[src/rtl/dice_result_display.sv]
// rtl/dice_result_display.sv - two-digit seven-segment dice result display with spin animation
module dice_result_display #(
    parameter int ANIM_FRAMES = 6,
    parameter int STEP_CYCLES = 4,
    parameter int BLANK_LEAD  = 1
) (
    input  logic       clk,
    input  logic       reset,
    input  logic       result_valid,
    input  logic [4:0] result,
    output logic       busy,
    output logic [6:0] seg_tens,
    output logic [6:0] seg_ones,
    output logic [4:0] shown_value,
    output logic       error
);

    localparam int SW = (STEP_CYCLES > 1) ? $clog2(STEP_CYCLES) : 1;
    localparam int FW = (ANIM_FRAMES > 1) ? $clog2(ANIM_FRAMES) : 1;
    localparam logic [SW-1:0] STEP_LAST  = SW'(STEP_CYCLES - 1);
    localparam logic [FW-1:0] FRAME_LAST = FW'(ANIM_FRAMES - 1);

    localparam logic [6:0] SEG_DASH  = 7'h3F;
    localparam logic [6:0] SEG_BLANK = 7'h7F;

    typedef enum logic [1:0] {
        ST_IDLE = 2'd0,
        ST_ANIM = 2'd1,
        ST_SHOW = 2'd2
    } state_t;

    state_t        state_q, state_d;
    logic [4:0]    cap_q, cap_d;
    logic [SW-1:0] step_q, step_d;
    logic [FW-1:0] frame_q, frame_d;
    logic          busy_q, busy_d;
    logic [6:0]    seg_tens_q, seg_tens_d;
    logic [6:0]    seg_ones_q, seg_ones_d;
    logic [4:0]    shown_q, shown_d;
    logic          error_q, error_d;

    logic          legal;
    logic [1:0]    cap_tens;
    logic [3:0]    cap_ones;
    logic [6:0]    cap_tens_seg;

    function automatic logic [6:0] digit_seg(input logic [3:0] d);
        case (d)
            4'd0:    digit_seg = 7'h40;
            4'd1:    digit_seg = 7'h79;
            4'd2:    digit_seg = 7'h24;
            4'd3:    digit_seg = 7'h30;
            4'd4:    digit_seg = 7'h19;
            4'd5:    digit_seg = 7'h12;
            4'd6:    digit_seg = 7'h02;
            4'd7:    digit_seg = 7'h78;
            4'd8:    digit_seg = 7'h00;
            4'd9:    digit_seg = 7'h18;
            default: digit_seg = SEG_BLANK;
        endcase
    endfunction

    // A single lit outer segment walks a..f, repeating every six frames.
    function automatic logic [6:0] spin_seg(input logic [FW-1:0] f);
        case (int'(f) % 6)
            0:       spin_seg = 7'h7E;
            1:       spin_seg = 7'h7D;
            2:       spin_seg = 7'h7B;
            3:       spin_seg = 7'h77;
            4:       spin_seg = 7'h6F;
            default: spin_seg = 7'h5F;
        endcase
    endfunction

    always_comb begin
        legal = result_valid && (result >= 5'd1) && (result <= 5'd20);

        if (cap_q >= 5'd20) begin
            cap_tens = 2'd2;
            cap_ones = 4'(cap_q - 5'd20);
        end else if (cap_q >= 5'd10) begin
            cap_tens = 2'd1;
            cap_ones = 4'(cap_q - 5'd10);
        end else begin
            cap_tens = 2'd0;
            cap_ones = cap_q[3:0];
        end
        cap_tens_seg = (cap_tens == 2'd0 && BLANK_LEAD != 0) ? SEG_BLANK : digit_seg({2'b00, cap_tens});

        state_d    = state_q;
        cap_d      = cap_q;
        step_d     = step_q;
        frame_d    = frame_q;
        busy_d     = busy_q;
        seg_tens_d = seg_tens_q;
        seg_ones_d = seg_ones_q;
        shown_d    = shown_q;
        error_d    = error_q;

        case (state_q)
            ST_ANIM: begin
                if (step_q == STEP_LAST) begin
                    step_d = '0;
                    if (frame_q == FRAME_LAST) begin
                        state_d    = ST_SHOW;
                        busy_d     = 1'b0;
                        shown_d    = cap_q;
                        seg_tens_d = cap_tens_seg;
                        seg_ones_d = digit_seg(cap_ones);
                    end else begin
                        frame_d    = frame_q + 1'b1;
                        seg_tens_d = spin_seg(frame_d);
                        seg_ones_d = spin_seg(frame_d);
                    end
                end else begin
                    step_d = step_q + 1'b1;
                end
            end
            default: begin
                if (legal) begin
                    state_d    = ST_ANIM;
                    cap_d      = result;
                    step_d     = '0;
                    frame_d    = '0;
                    busy_d     = 1'b1;
                    error_d    = 1'b0;
                    seg_tens_d = spin_seg('0);
                    seg_ones_d = spin_seg('0);
                end else if (result_valid) begin
                    error_d = 1'b1;
                end
            end
        endcase
    end

    always_ff @(posedge clk) begin
        if (reset) begin
            state_q    <= ST_IDLE;
            cap_q      <= '0;
            step_q     <= '0;
            frame_q    <= '0;
            busy_q     <= 1'b0;
            seg_tens_q <= SEG_DASH;
            seg_ones_q <= SEG_DASH;
            shown_q    <= '0;
            error_q    <= 1'b0;
        end else begin
            state_q    <= state_d;
            cap_q      <= cap_d;
            step_q     <= step_d;
            frame_q    <= frame_d;
            busy_q     <= busy_d;
            seg_tens_q <= seg_tens_d;
            seg_ones_q <= seg_ones_d;
            shown_q    <= shown_d;
            error_q    <= error_d;
        end
    end

    assign busy        = busy_q;
    assign seg_tens    = seg_tens_q;
    assign seg_ones    = seg_ones_q;
    assign shown_value = shown_q;
    assign error       = error_q;

endmodule

[config.mk]
export PLATFORM = sky130hd
export DESIGN_NAME = dice_result_display
export DESIGN_NICKNAME = d
export VERILOG_FILES = /design/src/rtl/dice_result_display.sv
export SDC_FILE = /design/constraint.sdc
export NUM_CORES = 1
export LEC_CHECK = 0
export ABC_AREA = 1
export CAP_MARGIN = 20
export CORE_MARGIN = 2
export CORE_UTILIZATION = 34
export CTS_CLUSTER_DIAMETER = 80
export CTS_CLUSTER_SIZE = 12
export DETAILED_ROUTE_END_ITERATION = 10
export SLEW_MARGIN = 30
export SYNTH_ARGS = -nofsm -noshare
export SYNTH_HDL_FRONTEND = slang
export SYNTH_SLANG_ARGS = --single-unit
[constraint.sdc]
create_clock -name clk -period 5.3 [get_ports clk]
set_clock_uncertainty 0.1 [all_clocks]
set_input_delay 1.59 -clock clk [delete_from_list [all_inputs] [get_ports clk]]
set_output_delay 1.59 -clock clk [all_outputs]
set_load 0.02 [all_outputs]
; Word-level counts from Yosys, hierarchy flattened
; Memories as Yosys holds them, arrays and structs flattened.
; Index checks and enable logic that the tools add are counted.
[op_classes]
n_bitwise = 1
n_mux = 31
n_addsub = 4
div = 1
magnitude_cmp = 4
eq_ne = 13
n_reduce_logical = 12
[ops]
columns = operator, n
row1 = 32-bit by 2-bit == test with 1-bit output (second input constant), 2
row2 = 7-bit 2-to-1 mux, 8
row3 = 32-bit by 1-bit == test with 1-bit output (second input constant), 1
row4 = 32-bit by 3-bit == test with 1-bit output (second input constant), 1
row5 = 32-bit zero test, 1
row6 = 4-bit by 4-bit modulo with 32-bit output (second input constant), 1
row7 = 6-bit one-hot mux with 5 select lines, 1
row8 = 7-bit one-hot mux with 3 select lines, 1
row9 = 2-bit 2-to-1 mux, 8
row10 = 3-bit 2-to-1 mux, 4
row11 = 3-bit AND reduction, 3
row12 = 4-bit 2-to-1 mux, 2
row13 = 1-bit 2-to-1 mux, 7
row14 = 2-bit == test (second input constant), 3
row15 = 2-bit inequality test (second input constant), 3
row16 = 2-bit AND reduction, 3
row17 = 5-bit by 1-bit greater-or-equal comparator with 1-bit output (second input constant), 1
row18 = 5-bit by 4-bit greater-or-equal comparator with 1-bit output (second input constant), 1
row19 = 5-bit greater-or-equal comparator (second input constant), 1
row20 = 5-bit <= comparator (second input constant), 1
row21 = 2-bit by 1-bit == test with 1-bit output (second input constant), 2
row22 = 2-bit nonzero test, 2
row23 = 4-bit by 3-bit subtractor with 4-bit output (second input constant), 1
row24 = 4-bit subtractor (second input constant), 1
row25 = other kinds (6), 7
[totals]
mem_bits_ro = 112
reg_bits = 33
input_bits = 8
memories = 1
[memory_table]
columns = memory, depth, word_bits, rd, rd_ports_with_merged_regs, wr, line_no
row1 = (no name shown), 16, 7, 1, 0, 0, 48  ; case (d)

; Longest topological paths before layout
; Gate-level depths: netlist of run 1.
[logic_depth]
ltp_word = 9
mapped_depth = 18
depth_no_buf = 18

; Least setup slack after synthesis of run 1
; No wires, ideal clock.
[synth_timing]
path_type = input-to-reg
start = input result[2]
end = register seg_ones_q[5], in the netlist seg_ones[5]
path_slack_ns = 2.526
t_arrival_ns = 2.562
t_required_ns = 5.088
stages = 13
setup_time_ns = 0.112
path_cell_list = nor2_1 > nor2_1 > nand2_1 > nand3_2 > nor2_4 > inv_4 > nand2_4 > inv_1 > buf_6 > nand2_1 > nand2_1 > inv_1 > nand2_1
[synth_between]
elab_chain_cells = 5
[synth_lines]
columns = element, line_no
row1 = "start, declared", 10  ; input logic [4:0] result,
row2 = 5-bit by 1-bit greater-or-equal comparator with 1-bit output, 76  ; legal = result_valid && (result >= 5'd1) && (result <= 5'd20);
row3 = 1-bit logical AND, 76
row4 = 1-bit logical AND *, 76
row5 = 2-bit nonzero test (no line) *, --
row6 = 2-bit AND reduction (no line) *, --
row7 = "end signal, assigned", 154  ; seg_ones_q <= seg_ones_d;
row8 = "end, declared", 38  ; logic [6:0] seg_ones_q, seg_ones_d;
; Every way passes the cells marked *; elsewhere a longest branch is shown, timed or not.
; A chain may end at the register's enable or synchronous reset.

; Final worst setup path of run 1
[layout_timing]
start = input result[0]
end = register seg_ones_q[1], in the netlist seg_ones[1]
; Same word-level chain as after synthesis.

==> summary.md, run 1 <==
| Metric | Value |
|---|---|
| Status | `finished, final reports clean` |
| Drt total wl | `4260 µm` |
| Crit-path max FO | `14` |
| Number of global-route vias before repair | `1683` |
| DP Area | `2220 µm²` |
| Pwr dens | `293 nW/µm²` |
| CP arrival | `3320 ps` |
| # fillers | `551` |
| CP most frequent cell | `nand2_1` |
| First-pass DRT Iterations | `4` |
| Sw frac | `29.8%` |
| Largest net degree at the start of global routing | `24` |
| CTS tree | `built` |
| Die Y | `78.6 µm` |
| Setup bufs post-CTS | `0` |
| Cell at the slowest stage of the critical path | `clkdlybuf4s50_1` |
| Clk Latency, worst-skew pair | `280 ps` |
| Worst setup path start | `result[0]` |
| Global-route wire length before repair | `7570 µm` |
| Final instance area | `2340 µm²` |
| Register area share after synthesis | `33.8%` |
| Flop pwr share | `38.8%` |
| Bufs and invs on worst path | `3` |
| Critical Path, Cell by Cell | `clkdlybuf4s50_1 -> nor2_2 -> nand2_1 -> nand2_1 -> nand3_2 -> nor2_4 -> inv_4 -> nand2_4 -> inv_1 -> nor2_1 -> o21ai_1 -> nand2_1 -> nand2_1` |
| Placement row count | `27` |
| FF-to-FF path depth | `15` |
| Max Cap Viol | `0` |
| Hold Buf Count CTS | `0` |
| CP required | `5350 ps` |
| Cts bufs inserted | `5` |
| R2R setup slack | `3070 ps` |
| Peak supply drop | `0.204 mV` |
| RSZ-0062 raised after global routing | `false` |
| Final period util | `61.8%` |
| Die W | `78.6 µm` |
| Post-detail-place hpwl | `3230 µm` |
| Period minus WS final | `3270 ps` |
| Drt via density | `4.59` |
| Crit-path max cell delay | `440 ps` |
| DP Cell Count | `371` |
| Post-synthesis cell count | `278` |
| All-Layer GR Usage | `15.3%` |
| Clock Tree Buf Depth | `2` |
| Post-Syn Nets | `298` |
| Logic pwr share | `23.4%` |
| Seq. cell area | `641 µm²` |
| WS Path Type | `input pin to register` |
| Worst hold start | `step_q[0]` |
| Clock sink count | `32` |
| Area of the multi-input gates | `1060 µm²` |
| Die area | `6180 µm²` |
| WL per Instance | `11.2 µm` |
| Area added between synthesis and finish | `23.8%` |
| Number of I/O port buffers | `28` |
| Routability cong. | `0.851` |
| Pin slew with the least headroom to its limit | `701 ps` |
| Internal | `0.482 mW` |
| Total gr overflow | `0` |
| Fmax achieved | `0.306 GHz` |
| Clk pin slew, worst setup/hold paths | `70 ps` |
| Max Slew Vio Count | `0` |
| Initial DRC Count | `99` |
| Worst rel slew slack | `53.2%` |
| Ratio of cells with drive above 1 in the final layout | `9.45%` |
| Final number of hold-violating endpoints | `0` |
| I/O Pins | `29` |
| Worst setup SP type | `input pin` |
| Post-Synthesis Cell Area | `1890 µm²` |
| Crit end category | `register` |
| Root Driver | `clkbuf_8` |
| Nets@finish | `326` |
| Reg2Reg Capture Point | `seg_ones[4]` |
| Final std cells w/o fill | `379` |
| Pleak | `1.12 nW` |
| Core footprint | `5440 µm²` |
| Switch Pwr | `0.204 mW` |
| Syn_area_per_cell | `6.81 µm²` |
| DRC errors left | `0` |
| Vias | `1740` |
| Starting Density | `34.8%` |
| Launch point of the worst reg-to-reg path | `cap_q[2]` |
| H-tree depth | `2` |
| HP Class | `register to register` |
| TNS Setup | `0 ps` |
| CTS resizes | `0` |
| Worst path top cell family by delay | `simple AND/OR/NAND/NOR gates` |
| Distinct cell type count after synthesis | `32` |
| Setup Viol. Count Final | `0` |
| Hold Path Stages | `1` |
| Initial antenna violation count | `0` |
| Antenna-violating nets left | `0` |
| Antenna cells | `0` |
| Clock share of power | `37.8%` |
| Seq cells post-synth | `32` |
| Min-Delay Endpoint | `step_q[0]` |
| Syn. warnings | `0` |
worst max path at each step:
stage | endpoint | cells after the start
finish | seg_ones[1] | 13
global route | seg_ones[1] | 13
CTS | seg_ones[1] | 13
detailed placement | seg_ones[1] | 13
global placement | seg_ones[1] | 13
floorplan | seg_ones[5] | 13
cell families (layout without fill, tap and decap cells):
kind of cell	count (synthesis)	in the layout	share of synthesized area (%)
AO/OA/AOI/OAI	48	48	14.1
XOR/XNOR	3	3	1.39
adder cells (fa/ha/maj)	12	12	7.93
buffers and inverters	46	75	10.3
flip-flops	32	32	33.8
AND/OR/NAND/NOR	137	137	32.4
cell usage after synthesis:
cell type | n | area [µm²]
a211oi_1 | 3 | 22.5
a21oi_1 | 18 | 90.1
a21oi_2 | 1 | 8.76
buf_1 | 1 | 3.75
buf_2 | 2 | 10.0
buf_6 | 1 | 11.3
clkbuf_1 | 2 | 7.51
clkbuf_8 | 1 | 13.8
dfxtp_1 | 32 | 641
ha_1 | 12 | 150
inv_1 | 34 | 128
inv_2 | 4 | 15.0
inv_4 | 1 | 6.26
nand2_1 | 79 | 297
nand2_2 | 3 | 18.8
nand2_4 | 2 | 22.5
nand3_1 | 21 | 105
nand3_2 | 5 | 50.1
nand4_1 | 1 | 6.26
nor2_1 | 21 | 78.8
nor2_2 | 1 | 6.26
nor2_4 | 1 | 11.3
nor3_1 | 1 | 5.00
o211ai_1 | 2 | 15.0
o21ai_0 | 20 | 100
o21ai_1 | 1 | 5.00
o21ai_2 | 1 | 8.76
o221ai_1 | 1 | 8.76
o41ai_1 | 1 | 8.76
or2_2 | 2 | 12.5
xnor2_1 | 1 | 8.76
xor2_1 | 2 | 17.5
layer usage:
metal / routed length [µm] / track usage (%) / up-vias
met4: 53 / 4.74 / 0
met2: 1870 / 24.3 / 32
met1: 2180 / 20.6 / 761
met3: 157 / 3.56 / 4
met5: 0 / 0 / -
li1: - / - / 943
power by group through the flow:
stage / logic (mW) / clock network [mW] / registers (mW)
2_1_floorplan: 0.106 / 0 / 0.281
3_3_place_gp: 0.160 / 0 / 0.273
3_5_place_dp: 0.161 / 0 / 0.272
4_1_cts: 0.162 / 0.263 / 0.267
5_1_grt: 0.186 / 0.275 / 0.269
6_report: 0.160 / 0.259 / 0.266
area by class of cell:
| class | count | share of cell area, % |
|---|---|---|
| Tap cell | 72 | 3.84 |
| Clock inverter | 1 | 1.28 |
| Multi-Input combinational cell | 200 | 45.1 |
| Sequential cell | 32 | 27.3 |
| Timing Repair Buffer | 28 | 12.0 |
| Clock buffer | 7 | 4.11 |
| Inverter | 39 | 6.35 |
stage by stage:
step	total power, mW	setup slack (ps)	util (%)	hold slack (ps)
final	0.686	2030	43.1	372
after global routing	0.730	1730	43.1	399
after CTS	0.692	2030	43.1	369
after detailed placement	0.434	1740	40.8	359
after global placement	0.432	1820	40.8	354
after floorplan	0.388	2530	-	333
worst register-to-register path, stage by stage, from the launching register on:
cell and delay [ps]:
dfxtp_1 410, inv_1 120, ha_1 200, inv_1 70, nand2_1 70, nand3_2 110
nand2_2 80, xor2_1 320, ha_1 240, nand2_1 50, nand2_1 80, nand2_1 70
nand2_1 60, nand2_1 50, nand2_1 50, nand2_1 40
flip-flops by register name, summed over array words and instances (netlist names):
| signal | count |
|---|---|
| seg_ones | 7 |
| seg_tens | 7 |
| cap_q | 5 |
| shown_value | 5 |
| frame_q | 3 |
| state_q | 2 |
| step_q | 2 |
| error | 1 |
placed cells by master (no fill, tap or decap):
cell             instances
nor3_1                   1
a21oi_2                  1
a211oi_1                 3
nor2_4                   1
nand2_2                  3
clkdlybuf4s50_1         28
or2_2                    2
o211ai_1                 2
nand2_1                 79
clkbuf_8                 7
o221ai_1                 1
a21oi_1                 18
dfxtp_1                 32
inv_2                    4
bufinv_16                1
nand3_1                 21
inv_1                   34
inv_4                    1
nor2_2                   1
nor2_1                  21
nand4_1                  1
o41ai_1                  1
o21ai_0                 20
o21ai_2                  1
xor2_1                   2
o21ai_1                  1
nand3_2                  5
xnor2_1                  1
ha_1                    12
nand2_4                  2
Power figures use the tool's default switching activity.
==> run 2, diff against run 1 <==
==> constraint.sdc (replaced) <==
create_clock -name clk -period 3.17 [get_ports clk]
set_clock_uncertainty 0.1 [all_clocks]
set_input_delay 0.951 -clock clk [delete_from_list [all_inputs] [get_ports clk]]
set_output_delay 0.951 -clock clk [all_outputs]
set_load 0.02 [all_outputs]
==> run 2 against run 1 <==
  * Worst setup slack worse by 1500 ps
  * Non-clock buffer count up 2
  * Clock power up 16%
  * Utilization is 0.55 points lower
  * Cell area is 1.3% lower
  * Register-to-register slack worse by 2200 ps
==> summary.md, run 2 (synthesized netlist as in run 1, its figures left out) <==
| Metric | Value |
|---|---|
| Final core occ | `42.5% (-0.55 points)` |
| Hold Slack | `368 ps (-3.66 ps)` |
| Area added between synthesis and finish | `22.2%` |
| Clk pin slew, worst setup/hold paths | `60 ps (about the same)` |
| Met1 Use GR | `21.4% (+0.82 points)` |
| Flop pwr share | `43.8% (+5.0 points)` |
| Worst setup path start | `result[2]` |
| Number of I/O port buffers | `28 (unchanged)` |
| Pleak | `1.10 nW (-1.3%)` |
| Cts bufs inserted | `5 (unchanged)` |
| Status | `finished, final reports clean` |
| DP Cell Count | `373 (+0.54%)` |
| Crit end category | `register` |
| RSZ-0062 raised after global routing | `false` |
| HP Class | `register to register` |
| Period minus WS final | `2640 ps` |
| Global-route wire length before repair | `7580 µm (+0.18%)` |
| Dpl ws | `253 ps (-1490 ps)` |
| Number of global-route vias before repair | `1657 (-1.5%)` |
| Worst rel slew slack | `54.1% (+0.87 points)` |
| Hold Path Stages | `2 (+1)` |
| CTS tree | `built` |
| Die W | `78.6 µm (unchanged)` |
| CP arrival | `2720 ps (-600 ps)` |
| R2R setup slack | `910 ps (-2160 ps)` |
| GRT busiest layer | `met2` |
| CP endpoint | `seg_ones[1]` |
| Starting Density | `34.8% (unchanged)` |
| Pin slew with the least headroom to its limit | `686 ps (-14.9 ps)` |
| Launch point of the worst reg-to-reg path | `cap_q[2]` |
| FF-to-FF path depth | `18 (+3)` |
| Pwr dens | `440 nW/µm² (+50%)` |
| First-pass DRT Iterations | `5 (+1)` |
| Switch Pwr | `0.340 mW (+66%)` |
| Post-detail-place hpwl | `3330 µm (+3.1%)` |
| Most frequent cells in the layout | `79 x nand2_1, 34 x inv_1, 32 x dfxtp_1, 28 x clkdlybuf4s50_1` |
| Final std cells w/o fill | `380 (+0.26%)` |
| Met3 track demand over resource | `3.56% (unchanged)` |
| Drt total wl | `4360 µm (+2.2%)` |
| Peak supply drop | `0.292 mV (+43%)` |
| Clk Latency, worst-skew pair | `290 ps (about the same)` |
| Die area | `6180 µm² (unchanged)` |
| All-Layer GR Usage | `15.5% (+0.17 points)` |
| Internal | `0.678 mW (+41%)` |
| CP required | `3250 ps (-2100 ps)` |
| Most common cell after layout, fill and taps aside | `nand2_1` |
| Antenna cells | `0 (unchanged)` |
| Worst setup SP type | `input pin` |
| Max Slew Vio Count | `0 (unchanged)` |
| Clock Tree Buf Depth | `2 (unchanged)` |
| Sw frac | `33.4% (+3.6 points)` |
| Antenna-violating nets left | `0 (unchanged)` |
| Final period util | `83.3%` |
| I/O Pins | `29 (unchanged)` |
| WL per Instance | `11.5 µm (+1.9%)` |
| Clock share of power | `29.5% (-8.3 points)` |
| Hold Buf Count CTS | `0 (unchanged)` |
| Fmax achieved | `0.379 GHz` |
| Nets@finish | `328 (+0.61%)` |
| Clock sink count | `32 (unchanged)` |
| Met2 usage | `23.2% (-1.1 points)` |
| TNS Setup | `0 ps (unchanged)` |
| Final number of hold-violating endpoints | `0 (unchanged)` |
| Initial antenna violation count | `0 (unchanged)` |
| Setup Viol. Count Final | `0 (unchanged)` |
| Routability cong. | `0.855 (+0.42%)` |
| Die Y | `78.6 µm (unchanged)` |
| Largest net degree at the start of global routing | `15 (-38%)` |
| Reg2Reg Capture Point | `seg_ones[3]` |
| Drt via density | `4.75 (+3.5%)` |
| Logic pwr share | `26.7% (+3.3 points)` |
| Total gr overflow | `0 (unchanged)` |
| Placement row count | `27 (unchanged)` |
| Vias | `1805 (+3.7%)` |
| DRC errors left | `0 (unchanged)` |
| WS Path Type | `input pin to register` |
| Max Cap Viol | `0 (unchanged)` |
| Core footprint | `5440 µm² (unchanged)` |
| Initial DRC Count | `62 (-37%)` |
| Setup bufs post-CTS | `0 (unchanged)` |
| CTS resizes | `0 (unchanged)` |
| Ratio of cells with drive above 1 in the final layout | `9.74% (+0.29 points)` |
| Root Driver | `clkbuf_8` |
| H-tree depth | `2 (unchanged)` |
| Final WS setup | `531 ps (-1500 ps)` |
| Crit-path max FO | `14 (unchanged)` |
## run 2: cell types whose count changed in the layout (fill, tap and decap cells not counted)
cell,delta
buf_4,+2
clkbuf_8,-2
bufinv_16,-1
clkinv_2,+1
clkinvlp_4,+1
## run 2: how the worst min path moves through the flow
stage / start / end / slack (ps)
after global routing: step_q[0] / step_q[0] / 400
after CTS: step_q[0] / step_q[0] / 370
after detailed placement: step_q[0] / step_q[0] / 360
after global placement: state_q[1] / state_q[1] / 350
after floorplan: step_q[0] / step_q[0] / 330
final: seg_tens[5] / seg_tens[5] / 370
## run 2: power groups by stage
| stage | sequential, mW | clock (mW) | combinational [mW] |
|---|---|---|---|
| after CTS | 0.446 | 0.308 | 0.274 |
| after global placement | 0.456 | 0 | 0.269 |
| final | 0.446 | 0.300 | 0.272 |
| after global routing | 0.449 | 0.332 | 0.310 |
| after detailed placement | 0.455 | 0 | 0.272 |
| after floorplan | 0.470 | 0 | 0.178 |
## run 2: cell type report
type	count	area, µm²
fill	596	3130
multi-input combinational	200	1060
sequential	32	641
timing repair buffer	30	295
inverter	39	149
tap	72	90.1
clock buffer	5	68.8
clock inverter	2	12.5
## run 2: layer usage
metal | vias to the layer above | part of all wire [%] | wire length (µm)
met5 | - | 0 | 0
met4 | 0 | 1.6 | 71
met3 | 6 | 3.4 | 150
met2 | 35 | 44 | 1900
met1 | 816 | 51 | 2230
li1 | 948 | - | -
## run 2: critical path: stages
cell	delay [ps]
clkdlybuf4s50_1	430
nor2_1	170
nor2_1	50
nand2_1	70
nand3_2	130
nor2_4	170
inv_4	80
nand2_4	140
inv_1	190
nor2_1	150
o21ai_1	70
nand2_1	60
nand2_1	40
## run 2: per-stage QoR
stage,power [mW],area (µm²)
3_5_place_dp,0.728,2230
6_report,1.02,2310
4_1_cts,1.03,2310
5_1_grt,1.09,2310
3_3_place_gp,0.725,2230
2_1_floorplan,0.648,1890
==> run 3, diff against run 2 <==
==> constraint.sdc (replaced) <==
create_clock -name clk -period 2.2 [get_ports clk]
set_clock_uncertainty 0.1 [all_clocks]
set_input_delay 0.66 -clock clk [delete_from_list [all_inputs] [get_ports clk]]
set_output_delay 0.66 -clock clk [all_outputs]
set_load 0.02 [all_outputs]
==> run 3 against run 2 <==
  * Register-to-register slack got worse by 770 ps
  * Via count rose by 3.7%
  * Highest routed layer unchanged
  * Sequential share of layout area down 2.7 points
  * Hold slack got worse by 5.9 ps
  * Die area is the same
  * Largest cell class unchanged
  * Largest power group unchanged
==> summary.md, run 3 (synthesized netlist as in run 1, its figures left out) <==
| Metric | Value |
|---|---|
| Status | `finished, final reports clean` |
| Pleak | `1.27 nW (+15%)` |
| Most frequent cells in the layout | `77 x nand2_1, 31 x inv_1, 30 x dfxtp_1, 24 x clkdlybuf4s50_1, 23 x buf_4` |
| CP arrival | `2150 ps (-570 ps)` |
| Hold Buf Count CTS | `0 (unchanged)` |
| Clock share of power | `30.4% (+0.9 points)` |
| Vias | `1871 (+3.7%)` |
| I/O Pins | `29 (unchanged)` |
| WS Path Type | `input pin to register` |
| Critical Path, Cell by Cell | `clkdlybuf4s50_1 -> inv_1 -> nor2_1 -> nand2_1 -> nand3_2 -> nor2_4 -> inv_4 -> nand2_4 -> buf_4 -> or2_2 -> nand2_1 -> nand2_1` |
| Period minus WS final | `2070 ps` |
| HP Class | `register to register` |
| Drt via density | `4.63 (-2.5%)` |
| WL per Instance | `11.1 µm (-3.1%)` |
| Largest net degree at the start of global routing | `23 (+8)` |
| Initial DRC Count | `72 (+16%)` |
| Antenna-violating nets left | `0 (unchanged)` |
| Number of I/O port buffers | `28 (unchanged)` |
| Power, Total | `1.60 mW (+57%)` |
| Drt total wl | `4490 µm (+3.1%)` |
| Final WS setup | `133 ps (-398 ps)` |
| Total gr overflow | `0 (unchanged)` |
| Logic pwr share | `29.6% (+2.9 points)` |
| Sw frac | `31.3% (-2.0 points)` |
| Placement row count | `27 (unchanged)` |
| Setup Viol. Count Final | `0 (unchanged)` |
| Initial antenna violation count | `0 (unchanged)` |
| Global-route wire length before repair | `7580 µm (about the same)` |
| Clk Latency, worst-skew pair | `280 ps (about the same)` |
| Cell at the slowest stage of the critical path | `clkdlybuf4s50_1` |
| Seq. cell area | `643 µm² (+0.39%)` |
| Internal | `1.10 mW (+62%)` |
| Clock sink count | `32 (unchanged)` |
| Cts bufs inserted | `5 (unchanged)` |
| Area of the multi-input gates | `1090 µm² (+3.1%)` |
| Most common cell after layout, fill and taps aside | `nand2_1` |
| Core footprint | `5440 µm² (unchanged)` |
| Post-detail-place hpwl | `3380 µm (+1.3%)` |
| Root Driver | `clkbuf_8` |
| Number of global-route vias before repair | `1709 (+3.1%)` |
| Flop pwr share | `40.0% (-3.8 points)` |
| Peak supply drop | `0.341 mV (+17%)` |
| Fmax achieved | `0.484 GHz` |
| Crit-path max cell delay | `450 ps (+20 ps)` |
| Crit-path max FO | `8 (-6)` |
| Clk pin slew, worst setup/hold paths | `70 ps (about the same)` |
| Worst rel slew slack | `76.4% (+22 points)` |
| Starting Density | `34.8% (unchanged)` |
| Max Cap Viol | `0 (unchanged)` |
| Max Slew Vio Count | `0 (unchanged)` |
| Crit end category | `register` |
| Die Y | `78.6 µm (unchanged)` |
| Ratio of cells with drive above 1 in the final layout | `19.9% (+10 points)` |
| Nets@finish | `352 (+7.3%)` |
| First-pass DRT Iterations | `4 (-1)` |
| DRC errors left | `0 (unchanged)` |
| CTS tree | `built` |
| H-tree depth | `2 (unchanged)` |
| Routability cong. | `0.864 (+1.1%)` |
| Switch Pwr | `0.502 mW (+48%)` |
| Worst setup SP type | `input pin` |
| Area added between synthesis and finish | `36.2%` |
| # fillers | `554 (-7.0%)` |
| Final period util | `94.0%` |
| Die W | `78.6 µm (unchanged)` |
| Clock Tree Buf Depth | `2 (unchanged)` |
| Pin slew with the least headroom to its limit | `353 ps (-333 ps)` |
| Pwr dens | `622 nW/µm² (+41%)` |
| CP required | `2280 ps (-970 ps)` |
| CP most frequent cell | `nand2_1` |
| Final number of hold-violating endpoints | `0 (unchanged)` |
| Antenna cells | `0 (unchanged)` |
| All-Layer GR Usage | `15.5% (about the same)` |
| Dpl ws | `-205 ps (-458 ps)` |
| Die area | `6180 µm² (unchanged)` |
==> run 3: changes by cell type in the layout (fill, tap and decap cells not counted), sizes merged <==
cell / delta
dlymetal6s2s: +4
clkbuf: +2
clkinv: -1
clkdlybuf4s50: -4
buf: +24
inv: -1
==> run 3: cell type report <==
type	count	share of cell area, %
Multi-Input combinational cell	200	42.3
Sequential cell	32	25.0
Timing Repair Buffer	54	19.6
Inverter	39	5.92
Clock buffer	7	3.74
Tap cell	72	3.50
==> run 3: power by group through the flow <==
stage | registers, mW | clock network [mW] | logic, mW
floorplan | 0.677 | 0 | 0.256
global placement | 0.653 | 0 | 0.446
detailed placement | 0.653 | 0 | 0.450
CTS | 0.640 | 0.501 | 0.451
global route | 0.647 | 0.522 | 0.539
finish | 0.642 | 0.487 | 0.474
==> run 3: worst max-delay path, delay by kind of cell <==
family	cells	cell delay, ps
AND/OR/NAND/NOR	8	760
buffers and inverters	4	730
==> run 3: final timing paths <==
check              startpoint          end  slack [ps]  depth (start not counted)
setup / recovery    result[4]  seg_ones[1]         130                         12
hold / removal    seg_tens[5]  seg_tens[5]         360                          2
setup reg to reg     cap_q[1]  seg_ones[3]         140                         15
hold reg to reg   seg_tens[5]  seg_tens[5]         360                          2
==> run 3: per-stage QoR <==
| stage | cell area (µm²) | instances | util (%) | setup TNS [ps] | hold slack (ps) |
|---|---|---|---|---|---|
| after floorplan | 1890 | 278 | - | 0 | 333 |
| after global placement | 2390 | 393 | 44.0 | -1380 | 349 |
| after detailed placement | 2390 | 393 | 44.0 | -2000 | 356 |
| after CTS | 2490 | 400 | 45.8 | 0 | 366 |
| after global routing | 2580 | 404 | 47.4 | -154 | 383 |
| final | 2580 | 404 | 47.4 | 0 | 362 |
==> run 3: layer usage <==
metal	share of wire, %	vias up	track usage [%]
met5	0	-	0
met4	1.6	0	6.32
met3	3.0	7	3.22
met2	44	34	24.4
met1	51	841	20.5
li1	-	989	-
==> run 3: timing repair <==
item | CTS | global route
setup endpoints to repair | 0 | 7
gates resized for setup | 0 | 21
setup buffers | 0 | 4
